--- config.mk ---
export PLATFORM = sky130hd
export DESIGN_NAME = phy_rx_serial_sync
export DESIGN_NICKNAME = d
export VERILOG_FILES = /design/src/rtl/phy_rx_serial_sync.sv
export SDC_FILE = /design/constraint.sdc
export NUM_CORES = 1
export LEC_CHECK = 0
export BUFFER_PORTS_ARGS = -buffer_cell sky130_fd_sc_hd__buf_4
export CAP_MARGIN = 20
export CORE_UTILIZATION = 32
export DETAILED_ROUTE_END_ITERATION = 12
export MAX_ROUTING_LAYER = met4
export SLEW_MARGIN = 20
export SYNTH_ARGS = -nofsm -noshare
export SYNTH_HDL_FRONTEND = slang
export SYNTH_SLANG_ARGS = --single-unit
--- constraint.sdc ---
create_clock -name clk_32f -period 3.9 [get_ports clk_32f]
set_input_delay 0.78 -clock clk_32f [delete_from_list [all_inputs] [get_ports clk_32f]]
set_output_delay 0.78 -clock clk_32f [all_outputs]
set_load 0.01 [all_outputs]
--- src/rtl/phy_rx_serial_sync.sv ---
// Receive-side serial front end of the PHY lane.
// Finds byte alignment from a run of COM symbols in the serial stream.
// After alignment it deserializes the stream, MSB first, into bytes.
// Data bytes go to the demux stage with a one-cycle valid pulse.
// COM and IDLE fill bytes are strobed but are marked invalid.
module phy_rx_serial_sync #(
    parameter logic [7:0] COM_SYM   = 8'hBC,
    parameter logic [7:0] IDLE_SYM  = 8'h7C,
    parameter int         COM_COUNT = 4
) (
    input  logic       clk_32f,
    input  logic       rst,
    input  logic       data_in,
    output logic       active,
    output logic [7:0] data_out,
    output logic       valid_out,
    output logic       byte_strobe
);

    localparam int CNT_W = (COM_COUNT < 2) ? 1 : $clog2(COM_COUNT + 1);

    typedef enum logic [1:0] {
        ST_SEARCH = 2'd0,
        ST_ALIGN  = 2'd1,
        ST_ACTIVE = 2'd2
    } state_e;

    state_e             state_r;
    // Only the seven most recent bits are kept. The eighth bit of the
    // window is always the live data_in bit.
    logic [6:0]         sr_r;
    logic [2:0]         bit_cnt_r;
    logic [CNT_W-1:0]   com_cnt_r;

    logic [7:0]         win_s;
    logic               boundary_s;
    logic               is_com_s;
    logic               is_idle_s;
    logic [CNT_W-1:0]   com_next_s;

    // Window = the byte completed by the current bit, plus the compare flags for that byte.
    always_comb begin
        win_s      = {sr_r, data_in};
        boundary_s = (bit_cnt_r == 3'd7);
        is_com_s   = (win_s == COM_SYM);
        is_idle_s  = (win_s == IDLE_SYM);
        com_next_s = com_cnt_r + CNT_W'(1);
    end

    // Alignment FSM, bit counter, shift register and registered byte outputs.
    always_ff @(posedge clk_32f) begin
        if (rst) begin
            state_r     <= ST_SEARCH;
            sr_r        <= 7'd0;
            bit_cnt_r   <= 3'd0;
            com_cnt_r   <= '0;
            data_out    <= 8'd0;
            active      <= 1'b0;
            valid_out   <= 1'b0;
            byte_strobe <= 1'b0;
        end else begin
            sr_r        <= win_s[6:0];
            bit_cnt_r   <= bit_cnt_r + 3'd1;
            byte_strobe <= 1'b0;
            valid_out   <= 1'b0;
            case (state_r)
                ST_SEARCH: begin
                    // Any bit position may start a COM. A hit fixes the byte phase.
                    if (is_com_s) begin
                        com_cnt_r <= CNT_W'(1);
                        bit_cnt_r <= 3'd0;
                        if (COM_COUNT == 1) begin
                            state_r <= ST_ACTIVE;
                            active  <= 1'b1;
                        end else begin
                            state_r <= ST_ALIGN;
                        end
                    end else begin
                        state_r <= ST_SEARCH;
                    end
                end
                ST_ALIGN: begin
                    // Only whole bytes on the locked phase count toward alignment.
                    if (boundary_s) begin
                        if (is_com_s) begin
                            com_cnt_r <= com_next_s;
                            if (com_next_s == CNT_W'(COM_COUNT)) begin
                                state_r <= ST_ACTIVE;
                                active  <= 1'b1;
                            end else begin
                                state_r <= ST_ALIGN;
                            end
                        end else begin
                            state_r   <= ST_SEARCH;
                            com_cnt_r <= '0;
                        end
                    end else begin
                        state_r <= ST_ALIGN;
                    end
                end
                ST_ACTIVE: begin
                    // Present every aligned byte. A COM inside the stream never realigns.
                    if (boundary_s) begin
                        byte_strobe <= 1'b1;
                        data_out    <= win_s;
                        valid_out   <= !(is_com_s || is_idle_s);
                    end else begin
                        byte_strobe <= 1'b0;
                    end
                end
                default: begin
                    state_r   <= ST_SEARCH;
                    com_cnt_r <= '0;
                    active    <= 1'b0;
                end
            endcase
        end
    end

endmodule

* Word level (Yosys, flattened, before mapping)
Cells that the tools add are included.
** Storage, ports and cells
- Output and inout port bits :: 11
- Bits of input ports :: 3
- Register bits :: 26
** Operators by class
- Mux-type cells :: 16
- Bitwise gates (word level) :: 3
- Reduce and logical (&&, ||, !) cells :: 9
- Add/subtract/negate cells :: 2
- Eq/ne operators :: 10
** Operators with widths (number)
- 3-bit 2-to-1 mux :: 5
- 3-bit one-hot mux with 3 select lines :: 1
- 8-bit by 7-bit equality test with 1-bit output, second input constant :: 1
- 8-bit equality test, second input constant :: 1
- 2-bit != test, second input constant :: 4
- 3-bit by 1-bit adder with 3-bit output, second input constant :: 2
- 3-bit equality test, second input constant :: 2
- 2-bit 2-to-1 mux :: 3
- 2-bit one-hot mux with 3 select lines :: 1
- 1-bit 2-to-1 mux :: 5
- 4-bit AND reduction :: 1
- 2-bit OR reduction :: 2
- 1-bit inverter :: 3
- 3-bit AND reduction :: 1
- 3-bit OR reduction :: 1
- 2-bit by 1-bit equality test with 1-bit output, second input constant :: 1
- 2-bit equality test, second input constant :: 1
- 2-bit logical NOT :: 1
- 1-bit one-hot mux with 2 select lines :: 1
- 2-bit AND reduction :: 1
- 1-bit logical NOT :: 1
- 1-bit logical OR :: 1

* Logic depth before layout (Yosys ltp)
Gate-level depths: netlist of run 1.
- Depth in word-level cells :: 6
- Mapped depth :: 7

* Worst setup path before layout of run 1
OpenSTA, ideal clock, no wires.
- Path kind :: input port to flip-flop
- Start point :: input port data_in
- End point :: register bit_cnt_r[1]
- Arrival time :: 1586 ps
- Path slack :: 2199 ps
- Path buffers :: 0
- Cell stages on the path :: 4
- Library setup time :: 115 ps
- Cell sequence :: nand4b_1 -> nor2_1 -> a21oi_1 -> and2_1
** Between the ends
- Longest elaborated chain between the ends :: 3
** RTL lines
- start, declared :: line 13 : input logic data_in,
- 8-bit equality test :: line 45 : is_com_s = (win_s == COM_SYM);
- 3-bit 2-to-1 mux :: line 69 : if (is_com_s) begin
- 3-bit 2-to-1 mux :: line 66 : case (state_r)
- end signal, assigned :: line 63 : bit_cnt_r <= bit_cnt_r + 3'd1;
- end, declared :: line 32 : logic [2:0] bit_cnt_r;
Every way passes these cells.
A chain may end at the register's enable or synchronous reset.

* Worst setup path after layout of run 1
- Start point :: register bit_cnt_r[0]
- End point :: register data_out[4]
** Between the ends
- Longest elaborated chain between the ends :: 2
** RTL lines
- 3-bit equality test :: line 44 : boundary_s = (bit_cnt_r == 3'd7);
- via boundary_s :: line 36 : logic boundary_s;
- 2-bit AND reduction (no source line)
- end signal, assigned :: line 105 : data_out <= win_s;
- end, declared :: line 15 : output logic [7:0] data_out,
The timed path passes the listed nets, and every way through them passes these cells.

==> results of run 1 <==
## cells in the final DEF, fill, tap and decap left out, drive strengths merged, types with 2 or more instances in the layout
cell type / n
inv: 2
a31oi: 2
o21ai: 2
a211oi: 2
buf: 13
mux2i: 8
ha: 4
clkbuf: 3
nor2: 13
o31ai: 2
a32oi: 2
dfxtp: 26
o2bb2ai: 2
and2: 2
nand2: 2
nor2b: 10
## cell families after synthesis
| kind of cell | synth area share, % |
|---|---|
| simple gates | 19.2 |
| flops | 52.7 |
| compound gates | 10.1 |
| mux | 8.10 |
| buf+inv | 3.04 |
| fa+ha+maj | 5.06 |
| xor+xnor | 1.77 |
## routing by layer
metal	up-vias	GRT usage, %	share of wire (%)
li1	354	-	-
met1	321	14.0	48
met2	17	16.1	47
met4	0	8.71	1.6
met3	2	2.04	3.3
met5	-	-	0
## power groups by stage
stage	Clock, mW	Combinational, mW	Sequential, mW
3_5_place_dp	0	0.0118	0.278
6_report	0.182	0.0116	0.272
3_3_place_gp	0	0.0115	0.278
2_1_floorplan	0	0.00816	0.277
5_1_grt	0.198	0.0133	0.273
4_1_cts	0.189	0.0119	0.272
## final cells by class
type                            count  area, um2  share of cell area (%)
Sequential cell                    26        520                    45.1
Multi-Input combinational cell     63        438                    37.9
Inverter                            2       7.51                   0.650
Tap cell                           31       38.8                    3.36
Clock buffer                        3       22.5                    1.95
Clock inverter                      1       30.0                    2.60
Timing Repair Buffer               13       97.6                    8.45
## final timing paths
path | end | from | slack (ps) | cells after the start
setup / recovery | data_out[4]$_SDFFE_PP0N_ | bit_cnt_r[0]$_SDFF_PP0_ | 2030 | 6
hold / removal | bit_cnt_r[0]$_SDFF_PP0_ | bit_cnt_r[0]$_SDFF_PP0_ | 440 | 1
setup reg to reg | data_out[4]$_SDFFE_PP0N_ | bit_cnt_r[0]$_SDFF_PP0_ | 2030 | 6
hold reg to reg | bit_cnt_r[0]$_SDFF_PP0_ | bit_cnt_r[0]$_SDFF_PP0_ | 440 | 1
## flip-flops by register name (all words and copies together) (netlist names)
register	count
state_r	2
byte_strobe	1
com_cnt_r	3
active	1
bit_cnt_r	3
valid_out	1
sr_r	7
data_out	8
## stage by stage
step	utilization [%]	cell area, um2	setup slack, ps
2_1_floorplan	-	988	2200
4_1_cts	40.8	1150	2030
3_5_place_dp	39.0	1100	1890
3_3_place_gp	39.0	1100	1920
5_1_grt	40.8	1150	1910
6_report	40.8	1150	2030
## Yosys cell counts
| cell type | n | area share, % |
|---|---|---|
| and2_1 | 2 | 1.3 |
| nand4b_1 | 1 | 0.89 |
| nand2_1 | 2 | 0.76 |
| mux2i_1 | 8 | 8.1 |
| xor2_1 | 1 | 0.89 |
| or3_1 | 1 | 0.63 |
| nor3_1 | 1 | 0.51 |
| nor2b_1 | 10 | 6.3 |
| ha_1 | 4 | 5.1 |
| nand4bb_1 | 1 | 1.1 |
| xnor2_1 | 1 | 0.89 |
| a21boi_0 | 1 | 0.76 |
| a21oi_1 | 1 | 0.51 |
| nand2b_1 | 1 | 0.63 |
| o2bb2ai_1 | 2 | 1.8 |
| buf_6 | 1 | 1.1 |
| dfxtp_1 | 26 | 53 |
| a31oi_1 | 2 | 1.3 |
| inv_2 | 2 | 0.76 |
| and3_1 | 1 | 0.63 |
| a32oi_1 | 2 | 1.8 |
| nand4_1 | 1 | 0.63 |
| clkbuf_1 | 3 | 1.1 |
| o21ai_0 | 2 | 1.0 |
| a211oi_1 | 2 | 1.5 |
| nor4b_1 | 1 | 0.89 |
| nor2_1 | 13 | 4.9 |
| o31ai_1 | 2 | 1.5 |
==> reports/results.ini, run 1 <==
[clocking]
clk-insertion-delay-late_ps=320
post_cts_resized=0
h-tree-depth=1
clock_sinks=26
cts_setup_buffers=0
path_clk_slew_ps=140
numCtsBuffers=3
clockBufferDepth=2
hold_buffers=0
clockRootBuffer=clkbuf_4
cts_tree=done

[die]
rows=19
die_x_um=57.6
die-area_um2=3310
ios=14
start_util_pct=34.9
core-area_um2=2830
die_h_um=57.6

[pwr]
power_mw=0.466
switching_power_mw=0.0869
p_int_mw=0.379
p_leak_nw=0.519
swShare_pct=18.7
combPwrFrac_pct=2.5
peakVddDrop_mv=0.130
power_frac_seq_pct=58.4
clkPwrFrac_pct=39.1
powerDensity_nw_per_um2=403

[setup_path]
worstPathArrival_ps=2090
path_cells=ha_1 -> ha_1 -> inv_2 -> or3_1 -> mux2i_1 -> nor2_1
required_ps=4120
worst-path-buf-inv=1
path_common_cell=ha_1
startpoint_type=flop
crit_fanout=10
crit_type=flop to flop
crit_path_max_incr_delay_ps=560
critPathTopFamily=simple AND/OR/NAND/NOR gates
crit_slowest_cell=or3_1
worstSetupEndpointType=flop

[timing]
timing.fmax_ghz=0.536
fin_skew_ps=3.77
setup_viol=0
hold_slack_ps=438
hold_viol_final=0
rsz0062_at_grt=false
period_needed_ps=1870
fin_tns_setup_ps=0
maxSlewViolCount=0
tightest_slew_ps=541
timing.final.crit_share_pct=47.8
maxSlewHeadroom_pct=63.9

[final_layout]
fillCellCount=288
antenna_cells=0
fin_cells=139
drive_gt1_share_pct=17.6
fin_nets=116
area_growth_pct=16.8

[global_route]
grt_pass1_vias=638
grt_max_degree=24
antenna_found_initial=0
grt_first_pass_wirelength_um=2740
grt.overflow.total=0
track_usage_pct=11.3

[route]
via_per_inst=4.99
drc=2
first_pass_iters=8
ant_nets=0
initialDrtViolationCount=30
wire_per_inst_um=12.1
wl_um=1680
num_vias=694

[logic_synthesis]
ys_seq_area_share_pct=52.7
ys_seq_elements=26
ys_types=28
synth_area_um2=988
synth_area_per_cell_um2=10.4
syn_nets=102
synthCells=95
ys.warnings.count=0

[outcome]
violations=DRC
outcome=finished with violations

[placed_design]
port_buffers=13
gp_congestion=0.787
dp_hpwl_um=1180
place_inst=135

[hold_path]
hold_path.class=flop to flop

[flow_run]
timing.max_cap.violations=0

Power figures use the tool's default switching activity.
==> run 2, diff against run 1 <==
- clock period: 3.9 -> 1.7 ns (I/O delays scaled with it)
==> run 2 against run 1 <==
Core utilization increased by 0.71 points. Cell count increased by 1.4%. Clock-buffer cell count unchanged. Hold slack got worse by 170 ps. Die area unchanged. Clock power increased by 130%. Routed wire length decreased by 2.1%. Setup slack got worse by 1800 ps. First-iteration DRC count decreased by 47%. Flip-flop and latch count unchanged. The flow still finishes with violations (DRC).
==> reports/results.ini, run 2 (synthesis gave the netlist of run 1 again) <==
[outcome]
outcome=finished with violations
violations=DRC

[timing]
period_needed_ps=1480  ; -388 ps
fin_skew_ps=4.13  ; +0.359 ps
hold_slack_ps=264  ; -174 ps
tightest_slew_ps=302  ; -239 ps
hold_viol_final=0  ; unchanged
finalWorstSetupSlack_ps=222  ; -1810 ps
setup_viol=0  ; unchanged
fin_tns_setup_ps=0  ; unchanged
timing.final.crit_share_pct=86.9  ; +39 points
maxSlewHeadroom_pct=79.8  ; +16 points
maxSlewViolCount=0  ; unchanged
rsz0062_at_grt=false
timing.fmax_ghz=0.677  ; +26%

[route]
first_pass_iters=8  ; unchanged
num_vias=710  ; +2.3%
wl_um=1650  ; -2.1%
wire_per_inst_um=11.7  ; -3.5%
drc=2  ; unchanged
initialDrtViolationCount=16  ; -47%
via_per_inst=5.04  ; +0.85%
ant_nets=0  ; unchanged

[die]
start_util_pct=34.9  ; unchanged
ios=14  ; unchanged
die_h_um=57.6  ; unchanged
die_x_um=57.6  ; unchanged
core-area_um2=2830  ; unchanged
die-area_um2=3310  ; unchanged
rows=19  ; unchanged

[final_layout]
fin_nets=118  ; +1.7%
area_growth_pct=18.9
fillCellCount=276  ; -4.2%
final_common_cell=dfxtp_1
antenna_cells=0  ; unchanged
regMostFlops=data_out
final_cell_mix=dfxtp_1 (26), buf_4 (15), nor2_1 (13)
largestRegisters=data_out x8, sr_r x7
largest_reg_flops=8  ; unchanged
drive_gt1_share_pct=20.0  ; +2.4 points

[clocking]
clk-insertion-delay-late_ps=310  ; about the same
clock_sinks=26  ; unchanged
hold_buffers=0  ; unchanged
h-tree-depth=1  ; unchanged
clockRootBuffer=clkbuf_4
clockBufferDepth=2  ; unchanged
cts_tree=done
numCtsBuffers=3  ; unchanged
path_clk_slew_ps=140  ; about the same

[setup_path]
crit_type=flop to flop
startpoint_type=flop
ff2ff_setup_slack_ps=220  ; -1810 ps
worstPathArrival_ps=1700  ; -390 ps
worstSetupEndpointType=flop
required_ps=1920  ; -2200 ps
crit_fanout=10  ; unchanged

[hold_path]
hold_path.class=input port to flop

[global_route]
track_usage_pct=11.2  ; -0.098 points
grt_pass1_vias=648  ; +1.6%
grt_max_degree=24  ; unchanged
grt.overflow.total=0  ; unchanged
grt_first_pass_wirelength_um=2820  ; +2.8%
antenna_found_initial=0  ; unchanged

[placed_design]
port_buffers=13  ; unchanged
place_ws_ps=33.1  ; -1850 ps
dp_hpwl_um=1150  ; -2.6%
gp_congestion=0.722  ; -8.2%

[pwr]
p_leak_nw=0.532  ; +2.4%
peakVddDrop_mv=0.321  ; +150%
powerDensity_nw_per_um2=911  ; +130%
power_mw=1.07  ; +130%

[flow_run]
timing.max_cap.violations=0  ; unchanged

## run 2: worst max-delay path: stages, from the launching register on
cell and delay [ps]:
dfxtp_1 360, ha_1 140, ha_1 170, inv_2 50, or3_4 420, mux2i_1 200, nor2_1 50
## run 2: final cells by class
type / count / area, um2 / share of cell area, %
multi-input combinational: 63 / 443 / 37.7
clock inverter: 1 / 30.0 / 2.56
tap: 31 / 38.8 / 3.30
inverter: 2 / 7.51 / 0.639
clock buffer: 3 / 22.5 / 1.92
timing repair buffer: 15 / 113 / 9.58
sequential: 26 / 520 / 44.3
## run 2: metrics by stage
stage | instances | utilization [%] | instance area (um2)
finish | 141 | 41.5 | 1170
global route | 141 | 41.5 | 1170
CTS | 141 | 41.4 | 1170
detailed placement | 137 | 39.5 | 1120
global placement | 137 | 39.5 | 1120
floorplan | 95 | - | 988
## run 2: worst paths after layout
| check | start | to | cells past startpoint |
|---|---|---|---|
| setup / recovery | bit_cnt_r[0]$_SDFF_PP0_ | data_out[4]$_SDFFE_PP0N_ | 6 |
| hold / removal | data_in | sr_r[0]$_SDFF_PP0_ | 2 |
| setup reg to reg | bit_cnt_r[0]$_SDFF_PP0_ | data_out[4]$_SDFFE_PP0N_ | 6 |
| hold reg to reg | bit_cnt_r[0]$_SDFF_PP0_ | bit_cnt_r[0]$_SDFF_PP0_ | 1 |
## run 2: timing repair
action	CTS	global route
resized for setup	0	1
endpoints found under the hold margin	0	0
buffers inserted	0	0
setup endpoints to repair	0	8
## run 2: power by group
part | leakage, nW | internal, mW | switching, mW
registers | 0.211 | 0.619 | 0.00538
logic | 0.293 | 0.0121 | 0.0148
clock network | 0.0279 | 0.238 | 0.181
total | 0.532 | 0.869 | 0.201
## run 2: metal layers
metal | part of all wire (%) | vias to the layer above | GRT usage [%]
li1 | - | 362 | -
met1 | 49 | 334 | 13.9
met2 | 47 | 12 | 17.6
met3 | 2.6 | 2 | 2.04
met4 | 1.6 | 0 | 5.23
met5 | 0 | - | -
